===== src/rtl/reg_seq_ctrl_if.sv =====
// Bus bundle between reg_seq_ctrl and its neighbours: the instruction memory
// fetch handshake, the 32x8 register-file ports and the external ALU.
// master = sequencer side, slave = memory / register file / ALU side.
interface reg_seq_ctrl_if;
  logic       imem_req;
  logic [7:0] imem_addr;
  logic       imem_ack;
  logic [7:0] imem_data;

  logic [7:0] A1;
  logic [7:0] A2;
  logic [7:0] A3;
  logic [7:0] WriteData;
  logic [6:0] Flag_input;
  logic       regReadEnable;
  logic       regWriteEnable;

  logic [1:0] alu_op;
  logic [7:0] alu_result;
  logic [6:0] alu_flags;

  modport master (
    output imem_req, imem_addr,
    input  imem_ack, imem_data,
    output A1, A2, A3, WriteData, Flag_input, regReadEnable, regWriteEnable,
    output alu_op,
    input  alu_result, alu_flags
  );

  modport slave (
    input  imem_req, imem_addr,
    output imem_ack, imem_data,
    input  A1, A2, A3, WriteData, Flag_input, regReadEnable, regWriteEnable,
    input  alu_op,
    output alu_result, alu_flags
  );
endinterface


===== src/rtl/reg_seq_ctrl.sv =====
// Instruction fetch/decode/sequencing controller in front of the 32x8
// register file. Fetches 3-byte instructions over imem_req/imem_ack, drives
// the register-file read/write ports and the ALU opcode, and writes back the
// latched ALU result and flags. Register FLAG_REG is never a legal rd.
//
// Optional feature: define REG_SEQ_SINGLE_STEP_EN to add the step input and
// the PAUSE state (one instruction per step after each retire).
//
// state | meaning
// ------+-----------------------------------------------------------
// F0    | fetch opcode byte {op,rd}; first cycle after reset raises req
// F1    | fetch rs1 byte
// F2    | fetch rs2 / imm8 byte
// DEC   | decode; NOP/JMP/illegal retire here, HLT parks
// EXEC  | register read + ALU, result/flags latched at the edge
// WB    | single-cycle register-file write, retire pulse
// HALT  | parked until reset
// PAUSE | waiting for step (single-step builds only)
module reg_seq_ctrl #(
  parameter logic [7:0] PC_RESET = 8'h00,
  parameter logic [4:0] FLAG_REG = 5'd3
) (
  input  logic          clk,
  input  logic          rst_n,
`ifdef REG_SEQ_SINGLE_STEP_EN
  input  logic          step,
`endif
  reg_seq_ctrl_if.master bus,
  output logic          instr_retired,
  output logic          halted,
  output logic          illegal
);

`ifdef REG_SEQ_SINGLE_STEP_EN
  typedef enum logic [2:0] {F0, F1, F2, DEC, EXEC, WB, HALT, PAUSE} state_t;
  localparam state_t RETIRE_ST  = PAUSE;
  localparam logic   RETIRE_REQ = 1'b0;
`else
  typedef enum logic [2:0] {F0, F1, F2, DEC, EXEC, WB, HALT} state_t;
  localparam state_t RETIRE_ST  = F0;
  localparam logic   RETIRE_REQ = 1'b1;
`endif

  localparam logic [2:0] OP_NOP = 3'b000;
  localparam logic [2:0] OP_ADD = 3'b001;
  localparam logic [2:0] OP_SUB = 3'b010;
  localparam logic [2:0] OP_AND = 3'b011;
  localparam logic [2:0] OP_OR  = 3'b100;
  localparam logic [2:0] OP_LDI = 3'b101;
  localparam logic [2:0] OP_JMP = 3'b110;
  localparam logic [2:0] OP_HLT = 3'b111;

  state_t     state;
  logic [7:0] pc;
  logic [2:0] op;
  logic [4:0] rd;
  logic [4:0] rs1;
  logic [7:0] b2;

  logic       req_q;
  logic [7:0] a1_q, a2_q, a3_q, wd_q;
  logic [6:0] flags_q;
  logic       re_q, we_q;
  logic [1:0] alu_op_q;

  // pc is the fetch address; it only moves on an accepted byte or a JMP
  assign bus.imem_addr      = pc;
  assign bus.imem_req       = req_q;
  assign bus.A1             = a1_q;
  assign bus.A2             = a2_q;
  assign bus.A3             = a3_q;
  assign bus.WriteData      = wd_q;
  assign bus.Flag_input     = flags_q;
  assign bus.regReadEnable  = re_q;
  assign bus.regWriteEnable = we_q;
  assign bus.alu_op         = alu_op_q;

  logic fetch_ok;
  logic dest_bad;
  assign fetch_ok = req_q & bus.imem_ack;
  assign dest_bad = (rd == FLAG_REG);

  // Sequencer: state, pc, instruction latches and all registered outputs
  always_ff @(posedge clk or negedge rst_n) begin
    if (!rst_n) begin
      state         <= F0;
      pc            <= PC_RESET;
      op            <= 3'd0;
      rd            <= 5'd0;
      rs1           <= 5'd0;
      b2            <= 8'd0;
      req_q         <= 1'b0;
      a1_q          <= 8'd0;
      a2_q          <= 8'd0;
      a3_q          <= 8'd0;
      wd_q          <= 8'd0;
      flags_q       <= 7'd0;
      re_q          <= 1'b0;
      we_q          <= 1'b0;
      alu_op_q      <= 2'd0;
      instr_retired <= 1'b0;
      halted        <= 1'b0;
      illegal       <= 1'b0;
    end else begin
      instr_retired <= 1'b0;
      case (state)
        F0: begin
          // req is low only on the first cycle out of reset
          if (!req_q) begin
            req_q <= 1'b1;
          end else if (fetch_ok) begin
            op    <= bus.imem_data[7:5];
            rd    <= bus.imem_data[4:0];
            pc    <= pc + 8'd1;
            state <= F1;
          end
        end
        F1: begin
          if (fetch_ok) begin
            rs1   <= bus.imem_data[4:0];
            pc    <= pc + 8'd1;
            state <= F2;
          end
        end
        F2: begin
          if (fetch_ok) begin
            b2    <= bus.imem_data;
            pc    <= pc + 8'd1;
            req_q <= 1'b0;
            state <= DEC;
          end
        end
        DEC: begin
          case (op)
            OP_ADD, OP_SUB, OP_AND, OP_OR: begin
              if (dest_bad) begin
                illegal       <= 1'b1;
                instr_retired <= 1'b1;
                req_q         <= RETIRE_REQ;
                state         <= RETIRE_ST;
              end else begin
                a1_q     <= {3'b000, rs1};
                a2_q     <= {3'b000, b2[4:0]};
                alu_op_q <= 2'(op - 3'd1);
                re_q     <= 1'b1;
                state    <= EXEC;
              end
            end
            OP_LDI: begin
              if (dest_bad) begin
                illegal       <= 1'b1;
                instr_retired <= 1'b1;
                req_q         <= RETIRE_REQ;
                state         <= RETIRE_ST;
              end else begin
                // flags_q is left alone so the previous ALU flags are rewritten
                a3_q          <= {3'b000, rd};
                wd_q          <= b2;
                we_q          <= 1'b1;
                instr_retired <= 1'b1;
                state         <= WB;
              end
            end
            OP_JMP: begin
              pc            <= b2;
              instr_retired <= 1'b1;
              req_q         <= RETIRE_REQ;
              state         <= RETIRE_ST;
            end
            OP_HLT: begin
              halted <= 1'b1;
              state  <= HALT;
            end
            default: begin
              instr_retired <= 1'b1;
              req_q         <= RETIRE_REQ;
              state         <= RETIRE_ST;
            end
          endcase
        end
        EXEC: begin
          wd_q          <= bus.alu_result;
          flags_q       <= bus.alu_flags;
          re_q          <= 1'b0;
          a1_q          <= 8'd0;
          a2_q          <= 8'd0;
          alu_op_q      <= 2'd0;
          a3_q          <= {3'b000, rd};
          we_q          <= 1'b1;
          instr_retired <= 1'b1;
          state         <= WB;
        end
        WB: begin
          we_q  <= 1'b0;
          a3_q  <= 8'd0;
          req_q <= RETIRE_REQ;
          state <= RETIRE_ST;
        end
        HALT: begin
          halted <= 1'b1;
        end
`ifdef REG_SEQ_SINGLE_STEP_EN
        PAUSE: begin
          if (step) begin
            req_q <= 1'b1;
            state <= F0;
          end
        end
`endif
        default: begin
          req_q <= 1'b0;
          state <= F0;
        end
      endcase
    end
  end

endmodule


===== src/flat_wrapper.sv =====
// flat-port wrapper written by rule: the top's interface ports become plain ports
module reg_seq_ctrl_flat 
#(
  parameter logic [7:0] PC_RESET = 8'h00,
  parameter logic [4:0] FLAG_REG = 5'd3
)
  (clk, rst_n, instr_retired, halted, illegal, bus_imem_req, bus_imem_addr, bus_imem_ack, bus_imem_data, bus_A1, bus_A2, bus_A3, bus_WriteData, bus_Flag_input, bus_regReadEnable, bus_regWriteEnable, bus_alu_op, bus_alu_result, bus_alu_flags);
  reg_seq_ctrl_if bus_i ();
  input  logic clk;
  input  logic rst_n;
  output logic instr_retired;
  output logic halted;
  output logic illegal;
  output wire logic [$bits(bus_i.imem_req)-1:0] bus_imem_req;
  output wire logic [$bits(bus_i.imem_addr)-1:0] bus_imem_addr;
  input wire logic [$bits(bus_i.imem_ack)-1:0] bus_imem_ack;
  input wire logic [$bits(bus_i.imem_data)-1:0] bus_imem_data;
  output wire logic [$bits(bus_i.A1)-1:0] bus_A1;
  output wire logic [$bits(bus_i.A2)-1:0] bus_A2;
  output wire logic [$bits(bus_i.A3)-1:0] bus_A3;
  output wire logic [$bits(bus_i.WriteData)-1:0] bus_WriteData;
  output wire logic [$bits(bus_i.Flag_input)-1:0] bus_Flag_input;
  output wire logic [$bits(bus_i.regReadEnable)-1:0] bus_regReadEnable;
  output wire logic [$bits(bus_i.regWriteEnable)-1:0] bus_regWriteEnable;
  output wire logic [$bits(bus_i.alu_op)-1:0] bus_alu_op;
  input wire logic [$bits(bus_i.alu_result)-1:0] bus_alu_result;
  input wire logic [$bits(bus_i.alu_flags)-1:0] bus_alu_flags;
  assign bus_imem_req = bus_i.imem_req;
  assign bus_imem_addr = bus_i.imem_addr;
  assign bus_i.imem_ack = bus_imem_ack;
  assign bus_i.imem_data = bus_imem_data;
  assign bus_A1 = bus_i.A1;
  assign bus_A2 = bus_i.A2;
  assign bus_A3 = bus_i.A3;
  assign bus_WriteData = bus_i.WriteData;
  assign bus_Flag_input = bus_i.Flag_input;
  assign bus_regReadEnable = bus_i.regReadEnable;
  assign bus_regWriteEnable = bus_i.regWriteEnable;
  assign bus_alu_op = bus_i.alu_op;
  assign bus_i.alu_result = bus_alu_result;
  assign bus_i.alu_flags = bus_alu_flags;
  reg_seq_ctrl #(.PC_RESET(PC_RESET), .FLAG_REG(FLAG_REG)) u_core (.clk(clk), .rst_n(rst_n), .bus(bus_i), .instr_retired(instr_retired), .halted(halted), .illegal(illegal));
endmodule

===== config.mk =====
export PLATFORM = sky130hd
export DESIGN_NAME = reg_seq_ctrl_flat
export DESIGN_NICKNAME = d
export VERILOG_FILES = /design/src/rtl/reg_seq_ctrl_if.sv /design/src/rtl/reg_seq_ctrl.sv /design/src/flat_wrapper.sv
export SDC_FILE = /design/constraint.sdc
export NUM_CORES = 1
export LEC_CHECK = 0
export CORE_AREA = 2 2 85 87
export CTS_CLUSTER_DIAMETER = 100
export CTS_CLUSTER_SIZE = 16
export DETAILED_ROUTE_END_ITERATION = 10
export DIE_AREA = 0 0 87 89
export GPL_TIMING_DRIVEN = 1
export PLACE_DENSITY = 0.8
export SYNTH_ARGS = -nofsm -noshare
export SYNTH_HDL_FRONTEND = slang
export SYNTH_SLANG_ARGS = --single-unit

===== constraint.sdc =====
create_clock -name clk -period 2.3 [get_ports clk]
set_input_delay 0.46 -clock clk [delete_from_list [all_inputs] [get_ports clk]]
set_output_delay 0.46 -clock clk [all_outputs]
set_load 0.03 [all_outputs]

==> summary.txt <==
Run status
  – Outcome: complete, no violations

Power and ir drop
  – PwrDens: roughly 520 mW/mm^2
  – LEAKAGE: 1.97 nW
  – Tot Pwr: 2.25 mW
  – Max VDD drop: 304 uV

Critical path
  – Worst flop-to-flop path endpoint: u_core.bus.regReadEnable
  – Slowest-stage cell, CP: and3_1
  – Critical Path Start: u_core.op[0]
  – R2r worst-path depth: 6
  – R2r setup slk: 200 ps
  – RR Startpoint: u_core.op[0]
  – Critical path's largest stage delay: 470 ps
  – Crit path kind: flip-flop to flip-flop
  – Data required, critical path: approximately 2500 ps
  – CP cell instances: inv_1 -> ha_1 -> nor4_1 -> nor2_1 -> and3_1 -> a21o_1
  – Peak fanout along the critical path: 13
  – Type of origin of the critical path: flip-flop
  – Worst path arrival time: around 2300 ps
  – CP endpoint kind: flip-flop

Clock network
  – Clock-pin slew on the worst setup and hold paths: 70 ps
  – Post-CTS setup buffers: 0
  – CTS root buf: clkbuf_8
  – CTS sink count: 70
  – Hold buffer count at cts: 0
  – Clk buf depth: 2
  – Clk Latency, worst-skew pair: ~350 ps
  – TritonCTS Buffers: 9
  – CTS tree: done
  – H-tree levels: 3
  – CTS-repair resized insts: 0

Synthesis
  – Post-synth cell types: 46
  – Synth async-reset ratio: 100%
  – Syn Area/Cell: 9.77 sq um
  – Synth top area cells: dfrtp_1 (52%), nand2_1 (8.2%), mux2i_1 (4.2%)
  – Sequential element share of the synthesized area: 52.1%
  – Synth top area share: a little over half
  – Syn Inst Count: 344
  – Synth Cell Area: roughly 0.0034 sq mm
  – Number of synthesized flops with an enable pin: 0
  – Synthesis warning total: 0
  – Most used flip-flop cell after synthesis: dfrtp_1
  – Synthesized flop and latch total: 70
  – Post-synth top area cell: dfrtp_1

Timing
  – Slew Limit Fails: 0
  – Worst Tran Pin Value: about 800 ps
  – Relative slew margins: roughly 47%
  – Setup TNS Final: 0 ps
  – Fin crit share: between 90% and 100%
  – Fin. Hold Viols: 0
  – FMAX: 0.476 GHz
  – Worst clock skew: between 9 and 10 ps
  – Number of setup violations in the final report: 0
  – RSZ-0062 raised after global routing: false
  – Final min period: about 2100 ps

Route
  – Starting DRT DRC Count: 187
  – DRT Wirelength: 7.93 mm
  – Vias per cell: 5.44
  – Via count: 2747
  – Remaining DRCs: 0
  – Post-route antenna net violation count: 0
  – DR pass1 iterations: 4
  – Wire length per cell: 15.7 um

Global routing
  – First-pass GRT wire length: roughly 13 mm
  – Gr usage total: 22.0%
  – Largest net degree at the start of global routing: between 70 and 80
  – Vias in the first global route: roughly 2700
  – Gr ovfl total: 0
  – Initial antenna violation count: 0

Final layout
  – Antenna diodes: 0
  – Filler cell count: approximately 530
  – Area of the multi-input gates: 0.00143 sq mm
  – Sequential Area: 0.00175 sq mm
  – NumNets Final: 451
  – Layout cells sized above 1: 10.8%
  – P&R area growth vs syn: 28.7%

Placement
  – GP Congestion: approximately 0.85
  – # port buffers: just over 70
  – HPWL after DPL: approximately 5.6 mm

Floorplan
  – Die H: 89 um
  – Die width: 87 um
  – Row count: 30
  – Top-level port count: 81
  – Initial Util: 50.0%
  – Core Area: about 0.0067 sq mm
  – Die Area: ~0.0077 sq mm

Hold path
  – Worst hold path type: input port to async pin

Flow run
  – Total of max-cap violations: 0
-- where the power goes --
| part | total (mW) | internal, mW | switching [mW] |
|---|---|---|---|
| clock network | 0.882 | 0.421 | 0.462 |
| logic | 0.132 | 0.0556 | 0.0759 |
| registers | 1.24 | 1.24 | 0.00359 |
| total | 2.25 | 1.71 | 0.541 |
-- state kept, by name, summed over array words and instances, names as in the netlist, 7 cells and up --
signal	flops
u_core.b2	8
u_core.bus.WriteData	8
u_core.bus.Flag_input	7
u_core.bus.imem_addr	8
-- logic make-up after synthesis --
| kind of cell | after synthesis | share of synthesized area (%) |
|---|---|---|
| AO/OA/AOI/OAI | 65 | 12.2 |
| adder cells (fa/ha/maj) | 5 | 1.86 |
| buffers and inverters | 41 | 6.21 |
| flip-flops | 70 | 52.1 |
| multiplexers | 28 | 8.97 |
| other | 1 | 0.112 |
| AND/OR/NAND/NOR | 134 | 18.6 |
-- synthesized netlist by cell type (all sizes together) (2+ instances only) --
master	number
inv	14
or2	2
buf	16
o31ai	3
a31oi	6
nor3	3
o21bai	2
nor3b	2
mux2	14
a21oi	22
clkbuf	11
ha	5
and3	3
nand3	19
nand3b	2
nor2b	3
dfrtp	70
mux2i	14
o22ai	2
a22o	2
nand2b	5
nor2	15
a21o	3
nand2	73
or3	3
o221ai	2
o21ai	16
-- final cells by class --
| cell class | count | share of cell area [%] |
|---|---|---|
| Multi-Input combinational cell | 241 | 33.1 |
| Sequential cell | 70 | 40.5 |
| Clock inverter | 5 | 0.809 |
| Timing Repair Buffer | 84 | 18.8 |
| Tap cell | 80 | 2.31 |
| Inverter | 14 | 1.21 |
| Clock buffer | 11 | 3.27 |
-- through the flow --
stage | hold slack (ps) | worst slack, ps | util [%] | std cells | instance area, sq um
floorplan | 164 | 508 | - | 352 | 3390
global placement | 444 | 202 | 61.8 | 489 | 4150
detailed placement | 456 | 167 | 61.8 | 489 | 4150
CTS | 133 | 250 | 64.4 | 505 | 4330
global route | 143 | 56.8 | 64.4 | 505 | 4330
finish | 121 | 199 | 64.4 | 505 | 4330
-- cell usage in the layout, fill, tap and decap left out, types with 5 or more instances in the layout --
cell type,n
o21ai_0,16
buf_4,12
mux2i_1,14
mux2_2,12
nand3_1,19
clkdlybuf4s50_1,70
nand2_1,73
clkbuf_8,10
a21oi_1,22
inv_1,14
conb_1,9
ha_1,5
nand2b_1,5
a31oi_1,6
nor2_1,15
dfrtp_1,70
-- layer usage --
layer	up-vias	wire, um	track usage (%)
li1	1312	-	-
met1	1335	3590	29.7
met2	92	3810	34.6
met3	8	415	5.63
met4	0	123	8.24
met5	-	0	0
-- critical path: cells and delay by family, from the launching register on --
family          cells  cell delay (ps)
simple gates        3              920
compound gates      1              270
buf+inv             1              100
fa+ha+maj           1              240
flops               1              460
-- worst max-delay path by stage --
stage                          endpoint  cells past startpoint
2_1_floorplan  u_core.bus.regReadEnable                      7
6_report       u_core.bus.regReadEnable                      6
5_1_grt         u_core.bus.WriteData[0]                      4
3_5_place_dp               u_core.rd[0]                      4
3_3_place_gp               u_core.rd[0]                      4
4_1_cts            u_core.bus.alu_op[0]                      6
No activity file was read; power rests on OpenSTA's default activity.
